===== src/rtl/multi_pipe_nbit.sv =====
// Pipelined WIDTH x WIDTH multiplier with per-transaction signed/unsigned mode.
// Input register, registered binary adder tree of partial products, output register.
module multi_pipe_nbit #(
  parameter int WIDTH = 8
) (
  input  logic               clk,
  input  logic               rst_n,
  input  logic               mul_en_in,
  output logic               mul_rdy_in,
  input  logic               mul_signed,
  input  logic [WIDTH-1:0]   mul_a,
  input  logic [WIDTH-1:0]   mul_b,
  output logic               mul_en_out,
  input  logic               mul_rdy_out,
  output logic [2*WIDTH-1:0] mul_out
);

  localparam int TREE_STAGES = $clog2(WIDTH);
  localparam int PW          = 2 * WIDTH;

  logic [WIDTH-1:0]   r_a;
  logic [WIDTH-1:0]   r_b;
  logic               r_sgn;
  logic [TREE_STAGES:0] r_vld;
  logic               r_vld_out;
  logic [PW-1:0]      r_out;
  logic [PW-1:0]      r_lvl [TREE_STAGES][WIDTH];

  logic               w_adv;
  logic [PW-1:0]      w_a_ext;
  logic [PW-1:0]      w_row;
  logic [PW-1:0]      w_pad [TREE_STAGES][2*WIDTH];
  logic [PW-1:0]      w_nxt [TREE_STAGES][WIDTH];

  assign w_adv      = !r_vld_out || mul_rdy_out;
  assign mul_rdy_in = w_adv;
  assign mul_en_out = r_vld_out;
  assign mul_out    = r_out;

  assign w_a_ext = r_sgn ? {{WIDTH{r_a[WIDTH-1]}}, r_a} : {{WIDTH{1'b0}}, r_a};

  // Each level sees a zero-padded copy of the level below, so an odd leftover
  // is simply added to zero and slots past the live count stay zero.
  always_comb begin
    w_row = '0;
    for (int l = 0; l < TREE_STAGES; l++) begin
      for (int k = 0; k < 2*WIDTH; k++) begin
        w_pad[l][k] = '0;
      end
    end
    for (int i = 0; i < WIDTH; i++) begin
      w_row = r_b[i] ? (w_a_ext << i) : '0;
      if (r_sgn && (i == WIDTH-1)) begin
        w_row = -w_row;
      end
      w_pad[0][i] = w_row;
    end
    for (int l = 1; l < TREE_STAGES; l++) begin
      for (int k = 0; k < WIDTH; k++) begin
        w_pad[l][k] = r_lvl[l-1][k];
      end
    end
    for (int l = 0; l < TREE_STAGES; l++) begin
      for (int j = 0; j < WIDTH; j++) begin
        w_nxt[l][j] = w_pad[l][2*j] + w_pad[l][2*j+1];
      end
    end
  end

  always_ff @(posedge clk or negedge rst_n) begin
    if (!rst_n) begin
      r_a       <= '0;
      r_b       <= '0;
      r_sgn     <= 1'b0;
      r_vld     <= '0;
      r_vld_out <= 1'b0;
      r_out     <= '0;
      for (int l = 0; l < TREE_STAGES; l++) begin
        for (int j = 0; j < WIDTH; j++) begin
          r_lvl[l][j] <= '0;
        end
      end
    end else if (w_adv) begin
      if (TREE_STAGES > 0) begin
        r_vld <= {r_vld[TREE_STAGES-1:0], mul_en_in};
      end
      r_vld_out <= r_vld[TREE_STAGES];
      if (mul_en_in) begin
        r_a   <= mul_a;
        r_b   <= mul_b;
        r_sgn <= mul_signed;
      end
      for (int l = 0; l < TREE_STAGES; l++) begin
        if (r_vld[l]) begin
          r_lvl[l] <= w_nxt[l];
        end
      end
      if (r_vld[TREE_STAGES]) begin
        r_out <= r_lvl[TREE_STAGES-1][0];
      end
    end
  end

endmodule


===== config.mk =====
export PLATFORM = sky130hd
export DESIGN_NAME = multi_pipe_nbit
export DESIGN_NICKNAME = d
export VERILOG_FILES = /design/src/rtl/multi_pipe_nbit.sv
export SDC_FILE = /design/constraint.sdc
export NUM_CORES = 1
export LEC_CHECK = 0
export CAP_MARGIN = 20
export CORE_MARGIN = 1.5
export CORE_UTILIZATION = 55
export CTS_CLUSTER_SIZE = 28
export DETAILED_ROUTE_END_ITERATION = 8
export GPL_TIMING_DRIVEN = 0
export HOLD_SLACK_MARGIN = 0.05
export PLACE_DENSITY_LB_ADDON = 0.2
export SETUP_SLACK_MARGIN = 0.3
export SLEW_MARGIN = 30
export SYNTH_ARGS = -nofsm -noshare
export SYNTH_HDL_FRONTEND = slang
export SYNTH_SLANG_ARGS = --single-unit

===== constraint.sdc =====
create_clock -name clk -period 6.05 [get_ports clk]
set_clock_uncertainty 0.05 [all_clocks]
set_input_delay 0.605 -clock clk [delete_from_list [all_inputs] [get_ports clk]]
set_output_delay 0.605 -clock clk [all_outputs]
set_load 0.02 [all_outputs]

==> flow_summary.toml, run 1 <==
[status]
outcome = "finished clean"

[clocking]
cts_clock_pin_slew_for_the_worst_setup_and_hold_paths_ns = 0.06
cts_tree = "yes"
htree_num_levels = 4
cts-root-to-sink-buffers = 2
cts_made_buffers = 17
clk-insertion-delay-late_ns = 0.42
cts_root_buffer = "clkbuf_16"
tritoncts_num_sinks = 134

[yosys]
netlist_top_cells_count = "dfrtp_1 (134), nand2_1 (119), ha_1 (69)"
synth-edff-count = 0
synth_compound_gate_area_share = 0.167
cell_area_synth_mm2 = 0.00856
post_synth_inst_count = 911
synth_seq_area_share = 0.392
dominant_combinational_cell_family_by_area_after_synthesis = "simple AND/OR/NAND/NOR gates"
async_reset_ff_frac = 1.00
synth.top_cell.area_share = 0.392
synth_xor_xnor_area_share = 0.0491
count_of_unique_library_cells_instantiated_by_yosys = 69
yosys.area.top_type = "dfrtp_1"
postSynth.topFlopCell = "dfrtp_1"
yosys_warnings = 0
synth_fp_nets = 1008
synth_seq_cells = 134
post_synth_mux_area_share = 0.0602
ys_top_cells_by_area = "dfrtp_1 (39%), ha_1 (10%), nand2_1 (5.2%)"
post_synth.cell_area_avg_um2 = 9.40
yosys.area_share.adder = 0.117
synthSimpleGateAreaFrac = 0.181
synth_most_common_cell = "dfrtp_1"

[placed_design]
count_of_buffers_inserted_at_the_top_level_ports = 38
dpl_worst_slack_ns = 2.72
dpl.cell_count = 1138
place_congestion = 0.867
post-dp-hpwl_um = 13900

[sta]
worst-slew-pin-transition_ns = 0.625
hold_violations = 0
fin_crit_ns = 3.35
maxSlewHeadroom = 0.584
final.setup.worst_slack_ns = 2.70
maxClockFrequency_mhz = 298
unrepaired_setup_endpoints_after_global_routing = "no"
final.hold.worst_slack_ns = 0.428
final_max_slew_viol_count = 0
setup_viol = 0
setup_total_negative_slack_ns = 0
fin_crit_sh = 0.554

[power_and_ir_drop]
power.ir.vdd_worst_mv = 0.277
power_density_mw_per_mm2 = 574
leakage_power_nw = 4.47
combPwrFrac = 0.533
power.internal_mw = 3.28
power.total_mw = 5.65
sequential_power_share = 0.279
clk_network_pwr_share = 0.188
total_switching_power_mw = 2.36
switching_share = 0.418

[routing]
avgRoutedWirePerCell_um = 15.5
detail_route.first_pass.iterations = 5
routed_vias_inst = 5.66
postRouteWirelength_um = 18100
drc = 0
drt-initial-drc-count = 278
detailroute.via_count = 6627
count_of_nets_left_with_antenna_violations_after_detail_routing = 0

[worst_setup_path]
slowest_stage = "clkbuf_1"
worst-path-max-fanout = 10
cp_data_arrival_time_ns = 3.64
critical_path.max_stage_delay_ns = 0.49
worst_ep_required_time_ns = 6.34
timing_worst_setup_path_type = "flop to flop"
critPathLaunchType = "flop"
endpoint_kind = "flop"
path_cells = "clkbuf_1 > nand2_1 > ha_1 > nor2b_1 > nor3_1 > a311oi_1 > ha_1 > a21oi_1 > nor2b_1 > nor3_1 > o211ai_1 > a31oi_1"

[cells_and_area]
area.growth.synth_to_final_pct = 14.9
diodes = 0
layoutNonFillerInstCount = 1171
finalNetCount = 1067
drive_above_1_share = 0.0997

[die]
die_h_um = 128
die_width_um = 128
initial_utilization = 0.563
placementRows = 45
pin_count = 39
area_of_the_die_mm2 = 0.0163
core-area_mm2 = 0.0152

[min_path]
min-delay-path-class = "flop to flop"

[global_route]
grt_start_max_net_pins = 89
initial_antenna_violation_count = 0
grt_remaining_overflow = 0
grt_first_pass_wirelength_um = 31200
via_count_of_the_first_global_routing_pass = 6470
gr-usage-all-layers = 0.242

[flow_run]
maxCapViolations = 0
[layout by cell type, fill, tap and decap left out, types with 30 or more instances in the layout]
cell             synthesis  final
nand2_1                119    119
o21ai_0                 49     49
inv_1                   32     32
mux2_2                  37     37
xor2_1                  30     30
dfrtp_1                134    134
clkdlybuf4s50_1          0     37
and2_1                  49     49
a21oi_1                 41     41
nor2_1                  43     43
ha_1                    69     69
[timing repair]
item                      CTS  global route
hold buffers                1             0
setup buffers               0             0
hold endpoints to repair   46             0
gates resized for setup     0             0
[power groups by stage]
stage	clock network [mW]	logic, mW	registers (mW)
global placement	0	2.93	1.57
CTS	1.08	3.02	1.58
finish	1.06	3.01	1.57
global route	1.12	3.40	1.63
detailed placement	0	2.98	1.59
floorplan	0	2.23	1.56
[kinds of logic after synthesis]
logic type	Yosys count
AOI/OAI and AO/OA	223
xor gates and xnor gates	48
adders and majority gates	76
buffers and inverters	71
DFF	134
muxes	46
and+or+nand+nor	313
[routing by layer]
metal / routed length [um] / vias up / GRT usage
met3: 502 / 28 / 0.0447
met5: 0 / - / 0
met1: 8370 / 3142 / 0.308
met2: 8880 / 106 / 0.416
met4: 376 / 0 / 0.0813
li1: - / 3351 / -
[sequential cells by signal (all words and copies together), names as in the netlist]
| name | count |
|---|---|
| r_sgn | 1 |
| r_vld | 4 |
| mul_out | 16 |
| r_b | 8 |
| r_a | 8 |
| mul_en_out | 1 |
| r_lvl | 96 |
[through the flow]
step,util,instance area (um^2)
2_1_floorplan,-,8560
3_3_place_gp,0.604,9180
3_5_place_dp,0.606,9210
4_1_cts,0.647,9830
5_1_grt,0.647,9830
6_report,0.647,9830
[layout make-up]
cell class / instances / area [um^2]
Fill cell: 1271 / 5370
Multi-Input combinational cell: 706 / 4920
Sequential cell: 134 / 3350
Clock buffer: 19 / 443
Timing Repair Buffer: 40 / 423
Tap cell: 188 / 235
Clock inverter: 13 / 171
Buffer: 38 / 161
Inverter: 33 / 124
[critical path: cells and delay by family (launching register included)]
kind | cells | cell delay [ns]
simple gates | 5 | 0.88
compound gates | 4 | 0.85
fa+ha+maj | 2 | 0.66
buf+inv | 1 | 0.49
flops | 1 | 0.33
[final timing paths]
path / start / end / slack, ns / depth (start not counted)
worst max-delay path: r_a[0]$_DFFE_PN0P_ / r_lvl[335]$_DFFE_PN0P_ / 2.70 / 12
worst min-delay path: r_lvl[326]$_DFFE_PN0P_ / r_lvl[326]$_DFFE_PN0P_ / 0.43 / 2
worst max register to register: r_a[0]$_DFFE_PN0P_ / r_lvl[335]$_DFFE_PN0P_ / 2.70 / 12
worst min register to register: r_lvl[326]$_DFFE_PN0P_ / r_lvl[326]$_DFFE_PN0P_ / 0.43 / 2
max in group asynchronous: rst_n / r_a[4]$_DFFE_PN0P_ / 4.60 / 3
min in group asynchronous: rst_n / mul_out[2]$_DFFE_PN0P_ / 0.62 / 2
(Power assumes the default switching activity.)
==> run 2, diff against run 1 <==
==> constraint.sdc (replaced) <==
create_clock -name clk -period 3.4 [get_ports clk]
set_clock_uncertainty 0.05 [all_clocks]
set_input_delay 0.34 -clock clk [delete_from_list [all_inputs] [get_ports clk]]
set_output_delay 0.34 -clock clk [all_outputs]
set_load 0.02 [all_outputs]
==> run 2 against run 1 <==
Die area is the same. Global-route usage is essentially flat. Via count is essentially flat. Utilization grew 0.12 points. Register-to-register slack lost 2.3 ns. Highest routed layer unchanged. Flip-flop and latch count is the same. Sequential power grew 78%. Critical path depth is the same. Count of clock-buffer cells in the layout is the same. Final cell count is the same. Worst setup slack lost 2.3 ns. Wire length grew 0.52%.
==> flow_summary.toml, run 2 (synthesis results as in run 1) <==
[routing]
postRouteWirelength_um = 18200
detailroute.via_count = 6623
drt-initial-drc-count = 275
count_of_nets_left_with_antenna_violations_after_detail_routing = 0
detail_route.first_pass.iterations = 4
avgRoutedWirePerCell_um = 15.6
drc = 0
routed_vias_inst = 5.66

[cells_and_area]
registers.top_by_ff_count = "r_lvl"
drive_above_1_share = 0.106
layout.cells.most_common = "dfrtp_1"
largest_register_ff_count = 96
diodes = 0
area.growth.synth_to_final_pct = 15.1
seqCellArea_mm2 = 0.00335
layoutNonFillerInstCount = 1171
fillerInstances = 1278
layout_common_cells = "dfrtp_1 (134), nand2_1 (119), ha_1 (68)"
finalNetCount = 1067
final_design_area_excluding_fillers_mm2 = 0.00985
multi_input_comb_area_mm2 = 0.00494

[status]
outcome = "finished clean"

[worst_setup_path]
worst-path-max-fanout = 10
path_cells = "clkbuf_2 > nand2_1 > ha_2 > nor2b_4 > nor2_1 > a311oi_1 > ha_1 > a21oi_1 > nor2b_1 > nor3_1 > xor2_1 > o21ai_0"
critPathLaunchType = "flop"
critical_path.max_stage_delay_ns = 0.38
endpoint_kind = "flop"
cp_data_arrival_time_ns = 3.20
slowest_stage = "a311oi_1"
worst_ep_required_time_ns = 3.64
timing_worst_setup_path_type = "flop to flop"

[clocking]
tritoncts_num_sinks = 134
clk-insertion-delay-late_ns = 0.42
cts_root_buffer = "clkbuf_16"
cts_tree = "yes"
htree_num_levels = 4
cts_made_buffers = 17
post_cts_buffers = 0
cts-root-to-sink-buffers = 2
cts_clock_pin_slew_for_the_worst_setup_and_hold_paths_ns = 0.06

[placed_design]
place_congestion = 0.867
post-dp-hpwl_um = 13900
dpl_worst_slack_ns = 0.0676
dpl.cell_count = 1138
dpl-instance-area_mm2 = 0.00921
count_of_buffers_inserted_at_the_top_level_ports = 38

[die]
core-area_mm2 = 0.0152
initial_utilization = 0.563
die_width_um = 128
placementRows = 45
die_h_um = 128
pin_count = 39
area_of_the_die_mm2 = 0.0163

[power_and_ir_drop]
power_density_mw_per_mm2 = 1020
leakage_power_nw = 4.49
power.ir.vdd_worst_mv = 0.492

[sta]
fin_crit_sh = 0.871
setup_total_negative_slack_ns = 0
maxSlewHeadroom = 0.618
hold_violations = 0
final_max_slew_viol_count = 0
unrepaired_setup_endpoints_after_global_routing = "no"
worst-slew-pin-transition_ns = 0.572
maxClockFrequency_mhz = 338
setup_viol = 0
final.setup.worst_slack_ns = 0.438
fin_crit_ns = 2.96
final.hold.worst_slack_ns = 0.351

[global_route]
grt_remaining_overflow = 0
use_met2 = 0.416
grt_start_max_net_pins = 89
grt-busiest-layer = "met2"
grt_util_met1 = 0.308
gr-usage-all-layers = 0.242
grtUsageMet3 = 0.0447
via_count_of_the_first_global_routing_pass = 6469
grt_first_pass_wirelength_um = 31200
initial_antenna_violation_count = 0

[flow_run]
maxCapViolations = 0

[min_path]
min-delay-path-class = "input port to async pin"
run 2: report_power, final:
part / internal, mW / total (mW) / switching [mW]
logic: 2.34 / 5.38 / 3.03
registers: 2.33 / 2.80 / 0.469
clock network: 1.18 / 1.89 / 0.710
run 2: routing by layer:
layer,wire [um],vias up
met3,559,26
met1,8340,3134
li1,-,3354
met2,8950,109
met4,375,0
met5,0,-
run 2: per-stage QoR:
stage | power [mW] | util
final | 10.1 | 0.648
after global routing | 11.0 | 0.648
after CTS | 10.1 | 0.647
after detailed placement | 8.13 | 0.606
after global placement | 8.02 | 0.604
after floorplan | 6.75 | -
run 2: cell type report:
class                   instances  area share
plain buffers                  38      0.0168
clock buffers                  19      0.0450
clock inverters                13      0.0174
inverters                      33      0.0126
multi-input cells             706       0.501
flip-flops and latches        134       0.340
well taps                     188      0.0239
repair buffers                 40      0.0429
run 2: repair_timing:
| item | 4_1_cts | 5_1_grt |
|---|---|---|
| setup endpoints to repair | 3 | 3 |
| hold buffers | 1 | 0 |
| gates resized for setup | 3 | 5 |
| pin swaps | 0 | 2 |
| endpoints found under the hold margin | 46 | 0 |
run 2: worst paths after layout:
kind / endpoint / cells past startpoint / slack [ns] / startpoint
worst max-delay path: r_lvl[333]$_DFFE_PN0P_ / 12 / 0.44 / r_a[0]$_DFFE_PN0P_
worst min-delay path: mul_out[2]$_DFFE_PN0P_ / 2 / 0.35 / rst_n
worst max register to register: r_lvl[333]$_DFFE_PN0P_ / 12 / 0.44 / r_a[0]$_DFFE_PN0P_
worst min register to register: r_lvl[117]$_DFFE_PN0P_ / 2 / 0.43 / r_lvl[117]$_DFFE_PN0P_
max in group asynchronous: r_b[6]$_DFFE_PN0P_ / 3 / 2.22 / rst_n
min in group clk: r_lvl[117]$_DFFE_PN0P_ / 2 / 0.43 / r_lvl[117]$_DFFE_PN0P_
run 2: critical path, delay by kind of cell, from the launching register on:
kind | cells | cell delay, ns
AO/OA/AOI/OAI | 3 | 0.66
XOR/XNOR | 1 | 0.18
adder cells (fa/ha/maj) | 2 | 0.62
buffers and inverters | 1 | 0.28
flip-flops | 1 | 0.33
AND/OR/NAND/NOR | 5 | 0.70
